File: src/rtl/eth_mac_tx.sv
// eth_mac_tx: GMII transmit framer adding preamble/SFD, zero pad, CRC-32 FCS and inter-frame gap.
module eth_mac_tx #(
   parameter int IFG_CYCLES    = 12,
   parameter int MIN_FRAME_LEN = 60
) (
   input  logic       clkIn,
   input  logic       rstBIn,
   input  logic [7:0] dataIn,
   input  logic       validIn,
   input  logic       lastIn,
   output logic       readyOut,
   output logic [7:0] txDataOut,
   output logic       txEnOut,
   output logic       txErrOut,
   output logic       frameDoneOut
);
   typedef enum logic [3:0] {IDLE, PREAMBLE, SFD, DATA, PAD, FCS, ERR, DRAIN, IFG} state_t;
   localparam logic [15:0] MIN_LEN  = 16'(MIN_FRAME_LEN);
   localparam logic [15:0] IFG_LAST = 16'(IFG_CYCLES - 1);
   state_t      state_q;
   logic [15:0] cnt_q, cnt_d, sub_q;
   logic [31:0] crc_q, crc_d;
   logic [7:0]  crc_byte;

   function automatic logic [31:0] crc8(input logic [31:0] c, input logic [7:0] b);
      logic [31:0] r;
      r = c;
      for (int i = 0; i < 8; i++) r = (r >> 1) ^ ((r[0] ^ b[i]) ? 32'hEDB88320 : 32'h0);
      return r;
   endfunction

   assign readyOut = (state_q == DATA) || (state_q == DRAIN);
   // Pad bytes feed zeros into the CRC; only DATA feeds the input byte.
   assign crc_byte = (state_q == DATA) ? dataIn : 8'h00;
   assign crc_d    = crc8(crc_q, crc_byte);
   assign cnt_d    = (cnt_q == 16'hFFFF) ? cnt_q : cnt_q + 16'd1;

   always_ff @(posedge clkIn or negedge rstBIn) begin
      if (!rstBIn) begin
         state_q      <= IDLE;
         cnt_q        <= '0;
         sub_q        <= '0;
         crc_q        <= 32'hFFFFFFFF;
         txDataOut    <= 8'h00;
         txEnOut      <= 1'b0;
         txErrOut     <= 1'b0;
         frameDoneOut <= 1'b0;
      end else begin
         frameDoneOut <= 1'b0;
         txErrOut     <= 1'b0;
         case (state_q)
            IDLE: begin
               txEnOut   <= 1'b0;
               txDataOut <= 8'h00;
               crc_q     <= 32'hFFFFFFFF;
               if (validIn) begin
                  state_q <= PREAMBLE;
                  cnt_q   <= '0;
                  sub_q   <= '0;
               end
            end
            PREAMBLE: begin
               txEnOut   <= 1'b1;
               txDataOut <= 8'h55;
               sub_q     <= (sub_q == 16'd6) ? 16'd0 : sub_q + 16'd1;
               if (sub_q == 16'd6) state_q <= SFD;
            end
            SFD: begin
               txEnOut   <= 1'b1;
               txDataOut <= 8'hD5;
               state_q   <= DATA;
            end
            DATA: begin
               txEnOut <= 1'b1;
               if (validIn) begin
                  txDataOut <= dataIn;
                  crc_q     <= crc_d;
                  cnt_q     <= cnt_d;
                  if (lastIn) state_q <= (cnt_d < MIN_LEN) ? PAD : FCS;
               end else begin
                  // Underflow: hold TX_EN with a filler byte so the error cycle lands inside the frame.
                  txDataOut <= 8'h00;
                  state_q   <= ERR;
               end
            end
            PAD: begin
               txEnOut   <= 1'b1;
               txDataOut <= 8'h00;
               crc_q     <= crc_d;
               cnt_q     <= cnt_d;
               if (cnt_d >= MIN_LEN) state_q <= FCS;
            end
            FCS: begin
               txEnOut   <= 1'b1;
               txDataOut <= ~crc_q[{sub_q[1:0], 3'b000} +: 8];
               sub_q     <= (sub_q == 16'd3) ? 16'd0 : sub_q + 16'd1;
               if (sub_q == 16'd3) begin
                  frameDoneOut <= 1'b1;
                  state_q      <= IFG;
               end
            end
            ERR: begin
               txEnOut   <= 1'b1;
               txErrOut  <= 1'b1;
               txDataOut <= 8'h00;
               state_q   <= DRAIN;
            end
            DRAIN: begin
               txEnOut   <= 1'b0;
               txDataOut <= 8'h00;
               sub_q     <= '0;
               if (validIn && lastIn) state_q <= IFG;
            end
            IFG: begin
               txEnOut   <= 1'b0;
               txDataOut <= 8'h00;
               sub_q     <= (sub_q == IFG_LAST) ? 16'd0 : sub_q + 16'd1;
               if (sub_q == IFG_LAST) state_q <= IDLE;
            end
            default: state_q <= IDLE;
         endcase
      end
   end
endmodule
File: config.mk
export PLATFORM = sky130hd
export DESIGN_NAME = eth_mac_tx
export DESIGN_NICKNAME = d
export VERILOG_FILES = /design/src/rtl/eth_mac_tx.sv
export SDC_FILE = /design/constraint.sdc
export NUM_CORES = 1
export LEC_CHECK = 0
export CELL_PAD_IN_SITES_DETAIL_PLACEMENT = 1
export CELL_PAD_IN_SITES_GLOBAL_PLACEMENT = 1
export CORE_MARGIN = 3
export CORE_UTILIZATION = 52
export DETAILED_ROUTE_END_ITERATION = 12
export HOLD_SLACK_MARGIN = 0.12
export PLACE_DENSITY = 0.87
export SKIP_CTS_REPAIR_TIMING = 1
export SYNTH_ARGS = -nofsm -noshare
export SYNTH_HDL_FRONTEND = slang
export SYNTH_SLANG_ARGS = --single-unit
File: constraint.sdc
create_clock -name clkIn -period 3.6 [get_ports clkIn]
set_clock_uncertainty 0.05 [all_clocks]
set_input_delay 0.72 -clock clkIn [delete_from_list [all_inputs] [get_ports clkIn]]
set_output_delay 0.72 -clock clkIn [all_outputs]
set_load 0.02 [all_outputs]
==> metrics.md <==
| Metric | Value |
|---|---|
| Initial antenna violation count | 0 |
| DR DRC count | 0 |
| Gr ovfl total | 0 |
| Clock Power Share | around 11% |
| Pwr/cell area | around 1000 nW/um^2 |
| CTS H-tree lvls | 3 |
| Total number of vias | approximately 4200 |
| Die Wd | about 110 um |
| Initial DRC count | 320 |
| Metal3 WL | just over 800 um |
| CP arrival | between 3 and 4 ns |
| Fmax | 327.3 MHz |
| Clock sinks | slightly below 80 |
| Slew margin rel. | a little under a third |
| Crit path time final | 3.055 ns |
| Num rows | 35 |
| Post-synth top area share | between 20% and 30% |
| Yosys cell types | between 60 and 70 |
| Antenna Violating Nets Remaining | 0 |
| Synth Area in Compound Gates | 16.54% |
| Share of layout cells above drive strength 1 | between 10% and 20% |
| Status | completed |
| Via density | 6.285 |
| Final Non-Filler Cells | approximately 670 |
| Mux cell area share after synthesis | 4.136% |
| Worst Hold Endpoint | txDataOut[2] |
| Leakage dissipation | 2.238 nW |
| Clock transition at path regs | about 0.090 ns |
| Synth Flop Type | dfrtp_1 |
| Placed wire-length estimate | approximately 10000 um |
| Area grow syn2layout | 10.92% |
| Final setup vio count | 0 |
| Switching part of the total power | 45.46% |
| CTS tree | done |
| Async S/R FF share, synth | between 90% and 100% |
| Metal-1 WL | 6376 um |
| RR Startpoint | state_q[0] |
| Max-Cap Viols | 0 |
| Average routed wire per standard cell | 22.35 um |
| Crit-path max FO | 15 |
| Ys Warns | 0 |
| Syn Nets | about 540 |
| EDFF count, synth | 0 |
| TritonCTS buffer count | 9 |
| Placed insts | roughly 660 |
| Worst path required time | approximately 3.8 ns |
| Die area | around 11000 sq um |
| Hold/Removal Path Class | reg2reg |
| Initial core utilization | a little over half |
| Slew Viols, Final | 0 |
| Setup_tns | 0 ns |
| #FFs+latches synth | 79 |
| RR Endpoint | crc_q[20] |
| Drt total wl | 15040 um |
| Nets | 554 |
| CTS max path bufs | 2 |
| Final Instance Area | approximately 5700 sq um |
| Area leader, netlist | dfrtp_1 |
| Synth Area in Simple Gates | 15.10% |
| RSZ-0062 raised after global routing | no |
| Sw Pwr | between 2 and 3 mW |
| WL met2 | between 7000 and 8000 um |
| # diodes | 0 |
| Total chip power | around 6 mW |
| Ranking of synthesized cells by area | dfrtp_1 23%, dfstp_2 16%, xnor2_1 6.2% |
| Vias in the first global route | ~4500 |
| Gpl congestion | 0.8934 |
| Worst Reg-to-Reg Cells | 6 |
| Adder-cell share of the synthesized area | 0.7342% |
| Die H | ~110 um |
| Period Utilization, post-route | 84.87% |
| Worst-Skew Late Latency | 0.36 ns |
| Worst setup SP type | register |
| Top sig layer | met4 |
| Internal power | 3.247 mW |
| Largest net degree at the start of global routing | 80 |
| Mapped Area | between 5000 and 6000 sq um |
| Synthesized area per cell | about 10 sq um |
| HP Start | txDataOut[2] |
| CP Capture Type | register |
| GRT Resource Usage Total | between 20 and 30% |
| Fin. Hold Viols | 0 |
| Placed Area | 5482 sq um |
| Largest family of logic cells by synthesized area | XOR/XNOR gates |
| Worst-Margin Slew | between 1 and 1.5 ns |
| PortBufs | 23 |
| Root Buffer | clkbuf_8 |
| WS Path Type | reg2reg |
| Hold Crit Depth | 1 |
| First-pass DRT Iterations | 4 |
| Worst vdd ir | around 0.00038 V |
| Cells after synthesis | 521 |
| Sequential-to-total area share from yosys stat | 39.45% |
| Reg2reg setup slack | 0.54 ns |
| Sequential Power Share | between 20% and 30% |
| Part of the power in combinational logic | a little over three fifths |
| I/O pin total | 24 |
| Core area | ~9400 sq um |
| First-pass GRT wire length | about 25000 um |
| Post-synthesis xor/xnor area fraction | 20.70% |
==> cells in the final DEF, fill, tap and decap left out, types with 12 or more instances in the layout <==
cell and count:
o21ai_0 35, inv_1 12, a21oi_1 50, xor2_1 31, xnor2_1 36, nor2_1 55
dfrtp_1 47, nand3_1 19, clkdlybuf4s50_1 22, buf_4 13, dfstp_2 32, nand2_1 40
==> critical path, cell delays in order (launching register included) <==
cell      delay, ns
dfrtp_1        0.65
and4bb_1       0.73
nand2_1        0.14
xnor2_1        0.50
xnor2_1        0.34
xnor3_1        0.41
o22a_1         0.17
==> registers in the layout (all words and copies together) (netlist names) <==
| register | cells |
|---|---|
| cnt_q | 16 |
| txEnOut | 1 |
| txErrOut | 1 |
| txDataOut | 8 |
| crc_q | 32 |
| sub_q | 16 |
| state_q | 4 |
| frameDoneOut | 1 |
==> cells in the mapped netlist (5+ instances only) <==
master	n
nor2_1	55
a21oi_1	52
dfrtp_1	47
nand2_1	40
xnor2_1	36
o21ai_0	35
dfstp_2	32
xor2_1	31
clkbuf_1	21
nand3_1	19
inv_1	12
xnor3_1	11
nand4_1	9
mux4_2	8
and3_1	7
nor4_1	7
o22a_1	7
a22o_1	6
nor3_1	6
a32oi_1	5
==> worst max-delay path by stage <==
stage	startpoint	cells past startpoint	endpoint	slack, ns
floorplan	dataIn[3]	6	crc_q[20]	1.42
global placement	dataIn[0]	7	crc_q[20]	0.67
detailed placement	dataIn[0]	7	crc_q[20]	0.51
CTS	state_q[0]	6	crc_q[20]	0.61
global route	state_q[0]	6	crc_q[20]	0.38
finish	state_q[0]	6	crc_q[20]	0.54
==> layout make-up <==
cell class	instances	area (sq um)
Multi-Input combinational cell	402	2940
Inverter	12	45.04
Clock buffer	10	127.6
Sequential cell	79	2017
Clock inverter	6	61.31
Fill cell	1047	3745
Timing Repair Buffer	35	317.8
Tap cell	129	161.4
==> per-stage QoR <==
step | setup slack [ns] | hold slack, ns | util (%)
global route | 0.3811 | 0.4788 | 60.23
detailed placement | 0.5089 | 0.4352 | 58.22
finish | 0.5447 | 0.4519 | 60.23
CTS | 0.6066 | 0.4544 | 60.23
global placement | 0.6749 | 0.4231 | 58.22
floorplan | 1.424 | 0.3744 | -
==> layer usage <==
| metal | vias to the layer above | global-route usage [%] |
|---|---|---|
| li1 | 1881 | - |
| met1 | 2184 | 38.79 |
| met2 | 132 | 49.04 |
| met3 | 33 | 5.250 |
| met4 | 0 | 6.842 |
| met5 | - | 0 |
==> power by group through the flow <==
stage	Clock (mW)	Sequential [mW]	Combinational, mW
6_report	0.670	1.51	3.77
5_1_grt	0.730	1.54	4.03
4_1_cts	0.675	1.51	3.75
3_5_place_dp	0	1.52	3.68
3_3_place_gp	0	1.48	3.49
2_1_floorplan	0	1.46	2.74
==> cell families (layout without fill, tap and decap cells) <==
kind of cell | after synthesis | count (layout)
AND/OR/NAND/NOR | 163 | 163
AO/OA/AOI/OAI | 136 | 136
XOR/XNOR | 89 | 89
flip-flops | 79 | 79
buffers and inverters | 40 | 63
multiplexers | 11 | 11
adder cells (fa/ha/maj) | 3 | 3
(Power assumes the default switching activity.)
